$ cat config.mk
export PLATFORM = sky130hd
export DESIGN_NAME = rename_unit
export DESIGN_NICKNAME = d
export VERILOG_FILES = /design/src/rtl/rename_unit_pkg.sv /design/src/rtl/rename_free_list.sv /design/src/rtl/rename_unit.sv
export SDC_FILE = /design/constraint.sdc
export NUM_CORES = 1
export LEC_CHECK = 0
export CORE_UTILIZATION = 45
export CTS_BUF_LIST = sky130_fd_sc_hd__clkbuf_8 sky130_fd_sc_hd__clkbuf_16
export DETAILED_ROUTE_END_ITERATION = 10
export DONT_BUFFER_PORTS = 1
export GPL_TIMING_DRIVEN = 0
export PLACE_DENSITY = 0.68
export SYNTH_ARGS = -nofsm -noshare
export SYNTH_HDL_FRONTEND = slang
export SYNTH_HIERARCHICAL = 1
export SYNTH_SLANG_ARGS = --single-unit
export TNS_END_PERCENT = 100
$ cat constraint.sdc
create_clock -name clk -period 5.4 [get_ports clk]
set_input_delay 0.54 -clock clk [delete_from_list [all_inputs] [get_ports clk]]
set_output_delay 0.54 -clock clk [all_outputs]
set_load 0.05 [all_outputs]
$ cat src/rtl/rename_unit_pkg.sv
// Shared types and sizing helpers for the register rename unit.
package rename_unit_pkg;

  localparam int ARCH_REGS_DEF = 32;
  localparam int PHYS_REGS_DEF = 64;

  function automatic int areg_w(input int arch_regs);
    return $clog2(arch_regs);
  endfunction

  function automatic int preg_w(input int phys_regs);
    return $clog2(phys_regs);
  endfunction

  typedef logic [areg_w(ARCH_REGS_DEF)-1:0] areg_t;
  typedef logic [preg_w(PHYS_REGS_DEF)-1:0] preg_t;

endpackage

$ cat src/rtl/rename_free_list.sv
// Circular FIFO of free physical registers, preloaded with BASE..BASE+DEPTH-1.
module rename_free_list #(
  parameter int DEPTH  = 32,
  parameter int PREG_W = 6,
  parameter int BASE   = 32,
  parameter int CNT_W  = $clog2(DEPTH + 1)
) (
  input  logic              clk,
  input  logic              rstn,
  input  logic              push,
  input  logic [PREG_W-1:0] push_preg,
  input  logic              pop,
  output logic [PREG_W-1:0] head_preg,
  output logic [CNT_W-1:0]  count,
  output logic              err_ovf
);

  localparam int PTR_W = (DEPTH > 1) ? $clog2(DEPTH) : 1;

  logic [PREG_W-1:0] mem [DEPTH];
  logic [PTR_W-1:0]  head, tail;
  logic              full, do_push, do_pop;

  function automatic logic [PTR_W-1:0] next_ptr(input logic [PTR_W-1:0] p);
    return (p == PTR_W'(DEPTH - 1)) ? '0 : p + 1'b1;
  endfunction

  assign full      = (count == CNT_W'(DEPTH));
  assign do_pop    = pop && (count != '0);
  // A push into a full list only lands if a pop frees a slot in the same cycle.
  assign do_push   = push && (!full || do_pop);
  assign head_preg = mem[head];

  always_ff @(posedge clk) begin
    if (!rstn) begin
      // NOTE: this storage must come out of reset holding the initial free registers, so it is reset explicitly.
      for (int i = 0; i < DEPTH; i++) mem[i] <= PREG_W'(BASE + i);
      head    <= '0;
      tail    <= '0;
      count   <= CNT_W'(DEPTH);
      err_ovf <= 1'b0;
    end else begin
      if (do_push) begin
        mem[tail] <= push_preg;
        tail      <= next_ptr(tail);
      end
      if (do_pop) head <= next_ptr(head);
      if (do_push && !do_pop)      count <= count + 1'b1;
      else if (do_pop && !do_push) count <= count - 1'b1;
      if (push && !do_push) err_ovf <= 1'b1;
    end
  end

endmodule

$ cat src/rtl/rename_unit.sv
// Register rename unit: RAT, per-register ready bits and a free list.
// Optional macro RENAME_WB_BYPASS_EN forwards same-cycle writeback into source readiness.
module rename_unit
  import rename_unit_pkg::*;
#(
  parameter  int ARCH_REGS = ARCH_REGS_DEF,
  parameter  int PHYS_REGS = PHYS_REGS_DEF,
  localparam int AREG_W    = areg_w(ARCH_REGS),
  localparam int PREG_W    = preg_w(PHYS_REGS)
) (
  input  logic              clk,
  input  logic              rstn,
  input  logic              ren_valid,
  output logic              ren_ready,
  input  logic [AREG_W-1:0] ren_sr1,
  input  logic [AREG_W-1:0] ren_sr2,
  input  logic [AREG_W-1:0] ren_dr,
  input  logic              ren_wr,
  output logic              out_valid,
  output logic [PREG_W-1:0] out_sr1_p,
  output logic [PREG_W-1:0] out_sr2_p,
  output logic [PREG_W-1:0] out_dr_p,
  output logic [PREG_W-1:0] out_old_dr_p,
  output logic              out_s1_ready,
  output logic              out_s2_ready,
  input  logic              wb_valid,
  input  logic [PREG_W-1:0] wb_preg,
  input  logic              cmt_valid,
  input  logic [PREG_W-1:0] cmt_preg,
  output logic              err_ovf
);

  localparam int FL_DEPTH = PHYS_REGS - ARCH_REGS;
  localparam int CNT_W    = $clog2(FL_DEPTH + 1);

  logic [PREG_W-1:0]    rat [ARCH_REGS];
  logic [PHYS_REGS-1:0] rdy;
  logic [PREG_W-1:0]    fl_head, src1_p, src2_p;
  logic [CNT_W-1:0]     fl_count;
  logic                 accept, alloc, src1_rdy, src2_rdy;

  assign ren_ready = (fl_count != '0) || !(ren_wr && (ren_dr != '0));
  assign accept    = ren_valid && ren_ready;
  assign alloc     = accept && ren_wr && (ren_dr != '0);

  // Sources read the RAT as it stood before this instruction's own update.
  assign src1_p = rat[ren_sr1];
  assign src2_p = rat[ren_sr2];

`ifdef RENAME_WB_BYPASS_EN
  assign src1_rdy = rdy[src1_p] || (wb_valid && (wb_preg == src1_p));
  assign src2_rdy = rdy[src2_p] || (wb_valid && (wb_preg == src2_p));
`else
  assign src1_rdy = rdy[src1_p];
  assign src2_rdy = rdy[src2_p];
`endif

  rename_free_list #(
    .DEPTH  (FL_DEPTH),
    .PREG_W (PREG_W),
    .BASE   (ARCH_REGS),
    .CNT_W  (CNT_W)
  ) u_free_list (
    .clk       (clk),
    .rstn      (rstn),
    .push      (cmt_valid && (cmt_preg != '0)),
    .push_preg (cmt_preg),
    .pop       (alloc),
    .head_preg (fl_head),
    .count     (fl_count),
    .err_ovf   (err_ovf)
  );

  always_ff @(posedge clk) begin
    if (!rstn) begin
      for (int i = 0; i < ARCH_REGS; i++) rat[i] <= PREG_W'(i);
      rdy          <= '1;
      out_valid    <= 1'b0;
      out_sr1_p    <= '0;
      out_sr2_p    <= '0;
      out_dr_p     <= '0;
      out_old_dr_p <= '0;
      out_s1_ready <= 1'b0;
      out_s2_ready <= 1'b0;
    end else begin
      // NOTE: non-blocking order matters here: the allocation clear is written last so it overrides a writeback set.
      if (wb_valid && (wb_preg != '0)) rdy[wb_preg] <= 1'b1;
      if (alloc) begin
        rat[ren_dr]  <= fl_head;
        rdy[fl_head] <= 1'b0;
      end

      out_valid    <= accept;
      out_sr1_p    <= accept ? src1_p : '0;
      out_sr2_p    <= accept ? src2_p : '0;
      out_s1_ready <= accept && src1_rdy;
      out_s2_ready <= accept && src2_rdy;
      out_dr_p     <= alloc ? fl_head : '0;
      out_old_dr_p <= alloc ? rat[ren_dr] : '0;
    end
  end

endmodule

==> results by stage, run 1 <==
Global routing:
- The largest net degree at the start of global routing is 16.
- The via count of the first global-routing pass came to 19,400.
- The initial antenna violation count is 3.
- The first global-routing pass estimated 128 mm of wire.
- Global routing finished with a remaining overflow of 0.
- The overall fraction of global-route tracks in use is 0.293.

Yosys:
- Counting flops with an async set or reset pin after synthesis yields a share of 0.
- The flip-flop and latch count after synthesis is 497.
- The cell count after synthesis came out at 2,090.
- The share of synthesized area in the top cell type comes to 0.433.
- Yosys mapped a number of flops with a built-in enable equal to 384.
- Sorting the synthesized cells by area gives the leading types as sky130_fd_sc_hd__edfxtp_1 (43%), sky130_fd_sc_hd__mux4_2 (16%), sky130_fd_sc_hd__dfxtp_1 (8.5%).
- For this run, the number of Yosys warnings is 6.
- In this run the mean area of a mapped cell was 12.7 µm².
- The cell area after synthesis is 0.0266 mm².
- Of the synthesized area, sequential elements account for 0.518.
- The biggest area consumer among synthesized cells is sky130_fd_sc_hd__edfxtp_1.
- Among all flip-flop cells after synthesis, the most frequent one is sky130_fd_sc_hd__edfxtp_1.
- The number of library cell types mapped by synthesis is 72.

Die:
- The total number of placement rows is 88.
- The floorplan die area is 0.0601 mm².
- The vertical die dimension is 245 µm.
- The floorplan step defined a core boundary enclosing 0.0580 mm².
- The initial utilization of the core area, before any placement, comes to 0.459.
- 62 I/O pins were placed.
- The die outline width is 245 µm.

STA:
- The slew at the pin closest to its max-slew limit is 1490 ps.
- The top achievable clock speed is 0.200 GHz.
- For the final database, setup skew stands at 43.6 ps.
- Adding up every negative setup slack in the final design gives 0 ps.
- In this run the tightest slew margin relative to its limit is 0.00271.
- Setup repair after global routing left no endpoint under its margin.
- Setup violations remaining at the end of the flow were counted as 0.
- The final-report hold violation count is 0.
- The worst path in the final design needs a cycle of 5000 ps, including I/O delays and setup.
- The final critical-path share of the clock period is 0.927.
- The final max-slew violation count came to 0.

CTS:
- The later pin in the worst-skew pair is clocked with a latency of 640 ps.
- For this design, the sink count on the clock tree is 497.
- Post-CTS repair changed the size of 0 cells.
- Counting along the longest clock path gives a buffer depth of 3.
- The clock tree from TritonCTS is done.
- The clock tree synthesis step divided the H-tree into 2 levels.
- The number of hold buffers added after CTS is 0.
- The root buffer selected by CTS is sky130_fd_sc_hd__clkbuf_16.
- The number of buffers added by the clock tree synthesis step is 55.
- After clock tree synthesis, the clock-pin slew on the worst setup and hold paths is 60 ps.
- In this run the post-CTS setup repair buffer count came out at 0.

Detailed routing:
- In the routed design, unresolved DRC markers number 0.
- The aggregate routed wire length is 88.4 mm.
- The overall via count from detail_route is 20,000.
- The uppermost signal routing layer after detailed routing is met5.
- The starting DRC count in detailed routing is 2,479.
- The first-pass detailed-route iteration total is 8.
- Summed over all nets, wire length on met3 after detailed routing comes to 10.5 mm.
- The post-route met1 wirelength is 31.7 mm.
- The average vias per placed instance is 6.73.
- The amount of wire on met2 after detailed routing is 41.0 mm.
- Dividing the detail-routed wire length by the instance count gives 29.8 µm.
- The remaining number of nets flagged by the antenna check after routing is 0.

Place:
- The detailed placement HPWL is 62.5 mm.
- At the end of routability-driven placement, the weighted congestion stood at 1.04.
- In this run, placement finished with an instance count of 2,860.
- Input and output buffers added on the ports amount to 0.

Critical path:
- Of all nets on the critical path, the largest fanout is 10.
- STA puts the critical path data required time at 5650 ps.
- STA classifies the critical path endpoint as a register.
- The critical path in this run is classified as in -> reg.
- The data arrival time at the worst-slack endpoint is 5260 ps.
- The startpoint class of the critical path is an input port.

Hold path:
- The worst min-delay path class is in -> reg.

Layout:
- After the last flow step, the layout net total stands at 2,198.
- The area growth from synthesis to layout is 10.8%.
- At the end of the flow the core is filled with cells to 0.508.
- Of the cells placed in the final design, the portion with a size suffix greater than 1 is 0.177.
- The finished layout holds 2,965 standard cells, fillers aside.

Run status:
- The flow ran to the end, but the final reports show violations.
- The checks that failed: capacitance limit.

Pwr:
- The maximum vdd drop is 0.301 mV.
- The total power per unit cell area is 337 mW/mm².
- For this design the static power due to leakage is 0.00912 µW.

Run:
- Across the run, the number of max-cap violations was 1.
## state kept, by name, summed over array words and instances, names as in the netlist, 5 cells and up, named ones only
signal             flops
out_dr_p               6
out_old_dr_p           6
out_sr1_p              6
out_sr2_p              6
rat                  192
rdy                   64
u_free_list/count      6
u_free_list/head       5
u_free_list/mem      192
u_free_list/tail       5
## worst max-delay path: stages
cell                       delay [ps]
sky130_fd_sc_hd__clkbuf_1         240
sky130_fd_sc_hd__or3_1            490
sky130_fd_sc_hd__o31a_1           450
sky130_fd_sc_hd__nand4_1          500
sky130_fd_sc_hd__nand3_1          460
sky130_fd_sc_hd__inv_1            410
sky130_fd_sc_hd__and2_1           340
sky130_fd_sc_hd__nand3b_1         300
sky130_fd_sc_hd__clkbuf_1         470
sky130_fd_sc_hd__o21ai_0         1030
## cells in the mapped netlist, types with 3 or more instances
cell / n
sky130_fd_sc_hd__mux2i_1: 136
sky130_fd_sc_hd__buf_6: 14
sky130_fd_sc_hd__a22oi_1: 36
sky130_fd_sc_hd__nand2b_1: 21
sky130_fd_sc_hd__and3_1: 29
sky130_fd_sc_hd__nand2_1: 114
sky130_fd_sc_hd__or3_1: 87
sky130_fd_sc_hd__nor3b_1: 13
sky130_fd_sc_hd__nor4_1: 13
sky130_fd_sc_hd__nand3_1: 97
sky130_fd_sc_hd__edfxtp_1: 384
sky130_fd_sc_hd__mux4_1: 5
sky130_fd_sc_hd__dfxtp_1: 113
sky130_fd_sc_hd__nor3_1: 84
sky130_fd_sc_hd__a21o_1: 8
sky130_fd_sc_hd__clkbuf_1: 113
sky130_fd_sc_hd__a221oi_1: 20
sky130_fd_sc_hd__nor2b_1: 9
sky130_fd_sc_hd__o311a_1: 3
sky130_fd_sc_hd__buf_4: 10
sky130_fd_sc_hd__ha_1: 12
sky130_fd_sc_hd__buf_2: 31
sky130_fd_sc_hd__a22o_1: 6
sky130_fd_sc_hd__mux4_2: 187
sky130_fd_sc_hd__a41oi_1: 6
sky130_fd_sc_hd__or4_1: 3
sky130_fd_sc_hd__inv_1: 13
sky130_fd_sc_hd__and2_1: 101
sky130_fd_sc_hd__o21ai_0: 39
sky130_fd_sc_hd__or3b_2: 8
sky130_fd_sc_hd__and3b_1: 6
sky130_fd_sc_hd__nor2_1: 151
sky130_fd_sc_hd__xnor2_1: 3
sky130_fd_sc_hd__a21oi_1: 78
sky130_fd_sc_hd__buf_1: 25
sky130_fd_sc_hd__or2_2: 22
sky130_fd_sc_hd__nand4_1: 4
sky130_fd_sc_hd__nand3b_1: 10
sky130_fd_sc_hd__a31oi_1: 3
sky130_fd_sc_hd__a211oi_1: 17
sky130_fd_sc_hd__a21boi_0: 9
## cells by family after synthesis
logic type      after synthesis  share of synthesized area
simple gates                783                      0.154
flops                       497                      0.518
mux                         332                      0.217
compound gates              251                     0.0652
buf+inv                     210                     0.0377
fa+ha+maj                    13                    0.00639
xor+xnor                      3                   0.000987
other cells                   1                   0.000141
## cell type report
| type | instances | area [µm²] |
|---|---|---|
| plain buffers | 196 | 951 |
| fillers | 4910 | 28500 |
| diodes | 2 | 5.00 |
| clock inverters | 44 | 457 |
| inverters | 14 | 52.6 |
| well taps | 765 | 957 |
| multi-input cells | 1388 | 11800 |
| flip-flops and latches | 497 | 13800 |
| clock buffers | 59 | 1440 |
## cell usage in the layout, fill, tap and decap left out, drive strengths merged, types with 9 or more instances in the layout
cell / count
a211oi: 17
a21boi: 9
a21oi: 80
a221oi: 22
a22oi: 36
and2: 101
and3: 29
buf: 82
clkbuf: 173
clkinv: 21
dfxtp: 113
edfxtp: 384
ha: 12
inv: 26
mux2i: 138
mux4: 192
nand2: 116
nand2b: 21
nand3: 97
nand3b: 10
nor2: 151
nor2b: 9
nor3: 84
nor3b: 13
nor4: 13
o21ai: 39
or2: 24
or3: 87
## per-stage QoR
stage | worst slack, ps | area, µm² | power (µW) | hold WS [ps]
2_1_floorplan | 1660 | 26600 | 5410 | 462
3_3_place_gp | -89.2 | 27600 | 5940 | 497
3_5_place_dp | -122 | 27600 | 5970 | 501
4_1_cts | 544 | 29500 | 9910 | 71.0
5_1_grt | 375 | 29500 | 10200 | 87.3
6_report | 396 | 29500 | 9950 | 91.4
## power breakdown
group	internal [µW]	switching (µW)	total, µW
sequential	4230	154	4380
clock	2320	1670	3990
combinational	490	1080	1570
## layer usage
metal	GRT usage	vias up
li1	-	8224
met1	0.373	9951
met2	0.462	1511
met3	0.0660	269
met4	0.166	2
met5	0	-
## worst paths after layout
check,startpoint,end,slack (ps),cells past startpoint
max,ren_dr[3],rat[2][3],400,10
min,cmt_preg[5],u_free_list/mem[0][5],90,1
min reg2reg,rdy[0],rdy[0],510,1
max reg2reg,u_free_list/count[0],rat[2][3],820,8
No activity file was read; power rests on OpenSTA's default activity.
==> run 2, diff against run 1 <==
--- a/config.mk
+++ b/config.mk
@@ -5,6 +5,8 @@
 export SDC_FILE = /design/constraint.sdc
 export NUM_CORES = 1
 export LEC_CHECK = 0
+export ABC_AREA = 1
+export CORE_MARGIN = 1
 export CORE_UTILIZATION = 45
 export CTS_BUF_LIST = sky130_fd_sc_hd__clkbuf_8 sky130_fd_sc_hd__clkbuf_16
 export DETAILED_ROUTE_END_ITERATION = 10
==> run 2 against run 1 <==
  * The run still ends with capacitance limit left
  * Clock power fell by 4%
  * Total power rose by 6.6%
  * Synthesized area rose by 3.5%
  * Routed wire length rose by 30%
  * Combinational power rose by 48%
  * Non-clock buffer count rose by 53
  * Critical path type is now reg -> reg
  * Critical endpoint is now rdy[58]
  * Largest cell class unchanged
==> results by stage, run 2 <==
STA:
- The final critical-path share of the clock period came to 0.784 (-0.142).
- The time the worst path needs with I/O delays and setup is 4240 ps (-768 ps).
- Setup repair after global routing left no endpoint under its margin.
- The worst-case headroom to the max-slew limit is 0.00441 (+0.00170).
- The slew at the pin closest to its max-slew limit came to 1480 ps (-10.7 ps).
- The aggregate negative setup slack came to 0 ps (unchanged).
- The top achievable clock speed is 0.236 GHz (+18%).
- The final setup skew came to 58.8 ps (+15.3 ps).
- The final max-slew violation count is 0 (unchanged).
- The final-report hold violation count came to 0 (unchanged).
- The final count of negative-setup-slack endpoints came to 0 (unchanged).

Yosys:
- The fraction of the yosys area taken by sequential cells came to 0.501 (-0.0176).
- The largest total area in the synthesized netlist belongs to sky130_fd_sc_hd__edfxtp_1.
- In the synthesized netlist the dominant register cell turns out to be sky130_fd_sc_hd__edfxtp_1.
- The portion of netlist area occupied by mux cells came to 0 (-0.217).
- The most common cell in the synthesized netlist is sky130_fd_sc_hd__nand2_1.
- The share of flip-flops with an asynchronous set or reset is 0 (unchanged).
- The count of warnings emitted by yosys is 6 (unchanged).
- The cell area after synthesis is 0.0276 mm² (+3.5%).
- The share of the synthesized area in the top cell type is 0.419 (-0.0147).
- The post-synthesis share of cell area spent on xor and xnor gates is 0.00223 (+0.00124).
- After synthesis, the largest family of logic cells by area is simple AND/OR/NAND/NOR gates.
- The count of flip-flops with a built-in enable after synthesis is 384 (unchanged).
- The simple-gate area share of the yosys netlist came to 0.308 (+0.153).
- The commonest cells after synthesis are sky130_fd_sc_hd__nand2_1 (808), sky130_fd_sc_hd__nand3_1 (693), sky130_fd_sc_hd__edfxtp_1 (384).
- The post-synthesis area per instance came to 8.06 µm² (-37%).
- The number of standard cells after synthesis is 3,419 (+64%).
- In the post-synthesis netlist, the biggest area contributors are sky130_fd_sc_hd__edfxtp_1 (42%), sky130_fd_sc_hd__nand3_1 (13%), sky130_fd_sc_hd__nand2_1 (11%).
- The flip-flop and latch count after synthesis is 497 (unchanged).
- The adder and majority gate portion of the synthesized area is 0.00618 (-0.000217).
- The compound-gate portion of the synthesized area is 0.103 (+0.0379).
- The number of library cell types mapped by synthesis is 48 (-33%).

CTS:
- The number of buffers added by the clock tree synthesis step is 54 (-1.8%).
- The largest buffer count on any clock path is 3 (unchanged).
- The clock transition time at the flip-flop clock pins of the worst setup and hold paths is 60 ps (about the same).
- The clock latency reported for the late side of the worst-skew pair is 680 ps (+40 ps).
- The count of clock tree sinks is 497 (unchanged).
- TritonCTS built the clock tree.
- The total of cells resized after clock tree synthesis came to 0 (unchanged).
- The number of hold buffers added after CTS is 0 (unchanged).
- The root buffer cell chosen for the clock tree is sky130_fd_sc_hd__clkbuf_16.
- The number of buffers inserted by post-CTS setup repair is 0 (unchanged).
- The maximum level of the CTS H-tree is 2 (unchanged).

Layout:
- The area growth from synthesis to layout is 10.4%.
- The largest registers in the layout are rat: 192 flops, u_free_list/mem: 192 flops, rdy: 64 flops.
- The number of filler instances in the final layout came to 5,793 (+18%).
- The share of post-route cells with drive strength above 1 is 0.0865 (-0.0900).
- The most common library cell in the layout ignoring fill and taps is sky130_fd_sc_hd__nand2_1.
- The final instance count without filler cells is 4,309 (+45%).
- The number of nets in the final layout is 3,526 (+60%).
- The library cells used most frequently in the layout, excluding fill and tap cells, are sky130_fd_sc_hd__nand2_1 (808), sky130_fd_sc_hd__nand3_1 (693), sky130_fd_sc_hd__edfxtp_1 (384).

Place:
- The detailed placement HPWL is 82.2 mm (+32%).
- The final estimated routing congestion in global placement is 1.05 (+1.0%).
- The cell count after placement is 4,206 (+47%).
- The total of buffers placed on input and output ports is 0 (unchanged).

Global routing:
- The initial antenna violation count is 2 (-1).
- The via count of the first global-routing pass was 25,100 (+29%).
- The largest net degree at the start of global routing was 19 (+3).
- The global-route wire length before repair is 165 mm (+29%).
- The global-route congestion overflow total came to 0 (unchanged).
- The overall fraction of global-route tracks in use is 0.363 (+0.0696).

Detailed routing:
- The aggregate routed wire length was 115 mm (+30%).
- The routed wire length per instance was 26.6 µm (-11%).
- The remaining number of nets flagged by the antenna check after routing is 0 (unchanged).
- The overall via count from detail_route is 27,200 (+36%).
- The first-pass detailed-route iteration total is 8 (unchanged).
- The average vias per placed instance came to 6.30 (-6.3%).
- The starting DRC count in detailed routing is 4,640 (+87%).
- The DRC violation count after routing came to 0 (unchanged).

Critical path:
- The critical path class is reg -> reg.
- The maximum fanout along the worst path is 10 (unchanged).
- The data arrival time at the worst-slack endpoint was 4740 ps (-520 ps).
- STA classifies the critical path endpoint as a register.
- The startpoint class of the critical path is a register.
- The required time at the worst-slack endpoint is 5910 ps (+260 ps).

Hold path:
- The path class of the tightest hold or removal check is in -> reg.

Run:
- The max-cap check violation count is 1 (unchanged).

Run status:
- The checks that failed: capacitance limit.
- The flow ran to the end, but the final reports show violations.

Pwr:
- The cell leakage power is 0.0117 µW (+29%).
- The maximum vdd drop came to 0.294 mV (-2.4%).
- The total power per unit cell area is 348 mW/mm² (+3.3%).

Die:
- The core outline area came to 0.0605 mm² (+4.2%).
- The floorplan die area is 0.0622 mm² (+3.5%).
- The vertical die dimension came to 249 µm (+1.7%).
- The die outline width is 249 µm (+1.7%).
- The starting utilization of the core area is 0.456 (-0.00309).
- The I/O pin count is 62 (unchanged).
- The total number of placement rows was 90 (+2.3%).
[run 2: path summary, 6_finish.rpt]
| path | start | endpoint | slack, ps | cells past startpoint |
|---|---|---|---|---|
| worst max register to register | register | rdy[58] | 1160 | 13 |
| worst min-delay path | rstn | u_free_list/count[4] | 110 | 3 |
| worst min register to register | u_free_list/head[0] | u_free_list/head[0] | 510 | 2 |
| worst max-delay path | register | rdy[58] | 1160 | 13 |
[run 2: kinds of logic (layout without fill, tap and decap cells)]
group           count (synthesis)  in the layout
fa+ha+maj                      13             13
buf+inv                       485            587
flops                         497            497
simple gates                 1942           1942
other cells                     1              7
compound gates                474            474
xor+xnor                        7              7
[run 2: critical path: stages, from the launching register on]
cell                       delay [ps]
sky130_fd_sc_hd__dfxtp_1          470
sky130_fd_sc_hd__clkbuf_1         390
sky130_fd_sc_hd__clkbuf_1         580
sky130_fd_sc_hd__nand3_1          260
sky130_fd_sc_hd__nand2_1          140
sky130_fd_sc_hd__nand2_1           60
sky130_fd_sc_hd__nand2_1          180
sky130_fd_sc_hd__nand2_1           70
sky130_fd_sc_hd__nand2_1          170
sky130_fd_sc_hd__clkinv_1         280
sky130_fd_sc_hd__nor3_1          1160
sky130_fd_sc_hd__nand3_1          160
sky130_fd_sc_hd__nand2_1          120
sky130_fd_sc_hd__nand2_1           60
[run 2: per-layer routing]
metal,up-vias,global-route usage,part of all wire
li1,11900,-,-
met1,12500,0.459,0.35
met2,2246,0.544,0.43
met5,-,0,0.00011
met4,2,0.265,0.085
met3,534,0.0858,0.13
[run 2: report_power, final]
part,total [µW],switching [µW],internal [µW]
combinational,2330,1810,522
clock,3850,1690,2170
sequential,4410,175,4240
total,10600,3670,6930
[run 2: area by class of cell]
class,count,area [µm²],share of cell area
plain buffers,249,1320,0.0432
inverters,236,893,0.0294
diodes,1,2.50,0.0000823
multi-input cells,2442,11600,0.380
clock inverters,40,393,0.0129
well taps,782,978,0.0322
clock buffers,62,1470,0.0484
flip-flops and latches,497,13800,0.453
[run 2: through the flow]
step           setup WS [ps]  cell area [µm²]  hold WS [ps]  power [µW]  utilization
6_report                1160            30400           107       10600        0.503
4_1_cts                 1420            30400          89.4       10500        0.503
2_1_floorplan           2010            27600           459        5810            -
5_1_grt                  999            30400           111       10800        0.503
3_3_place_gp            1010            28500           497        6690        0.472
3_5_place_dp            1020            28600           501        6690        0.472
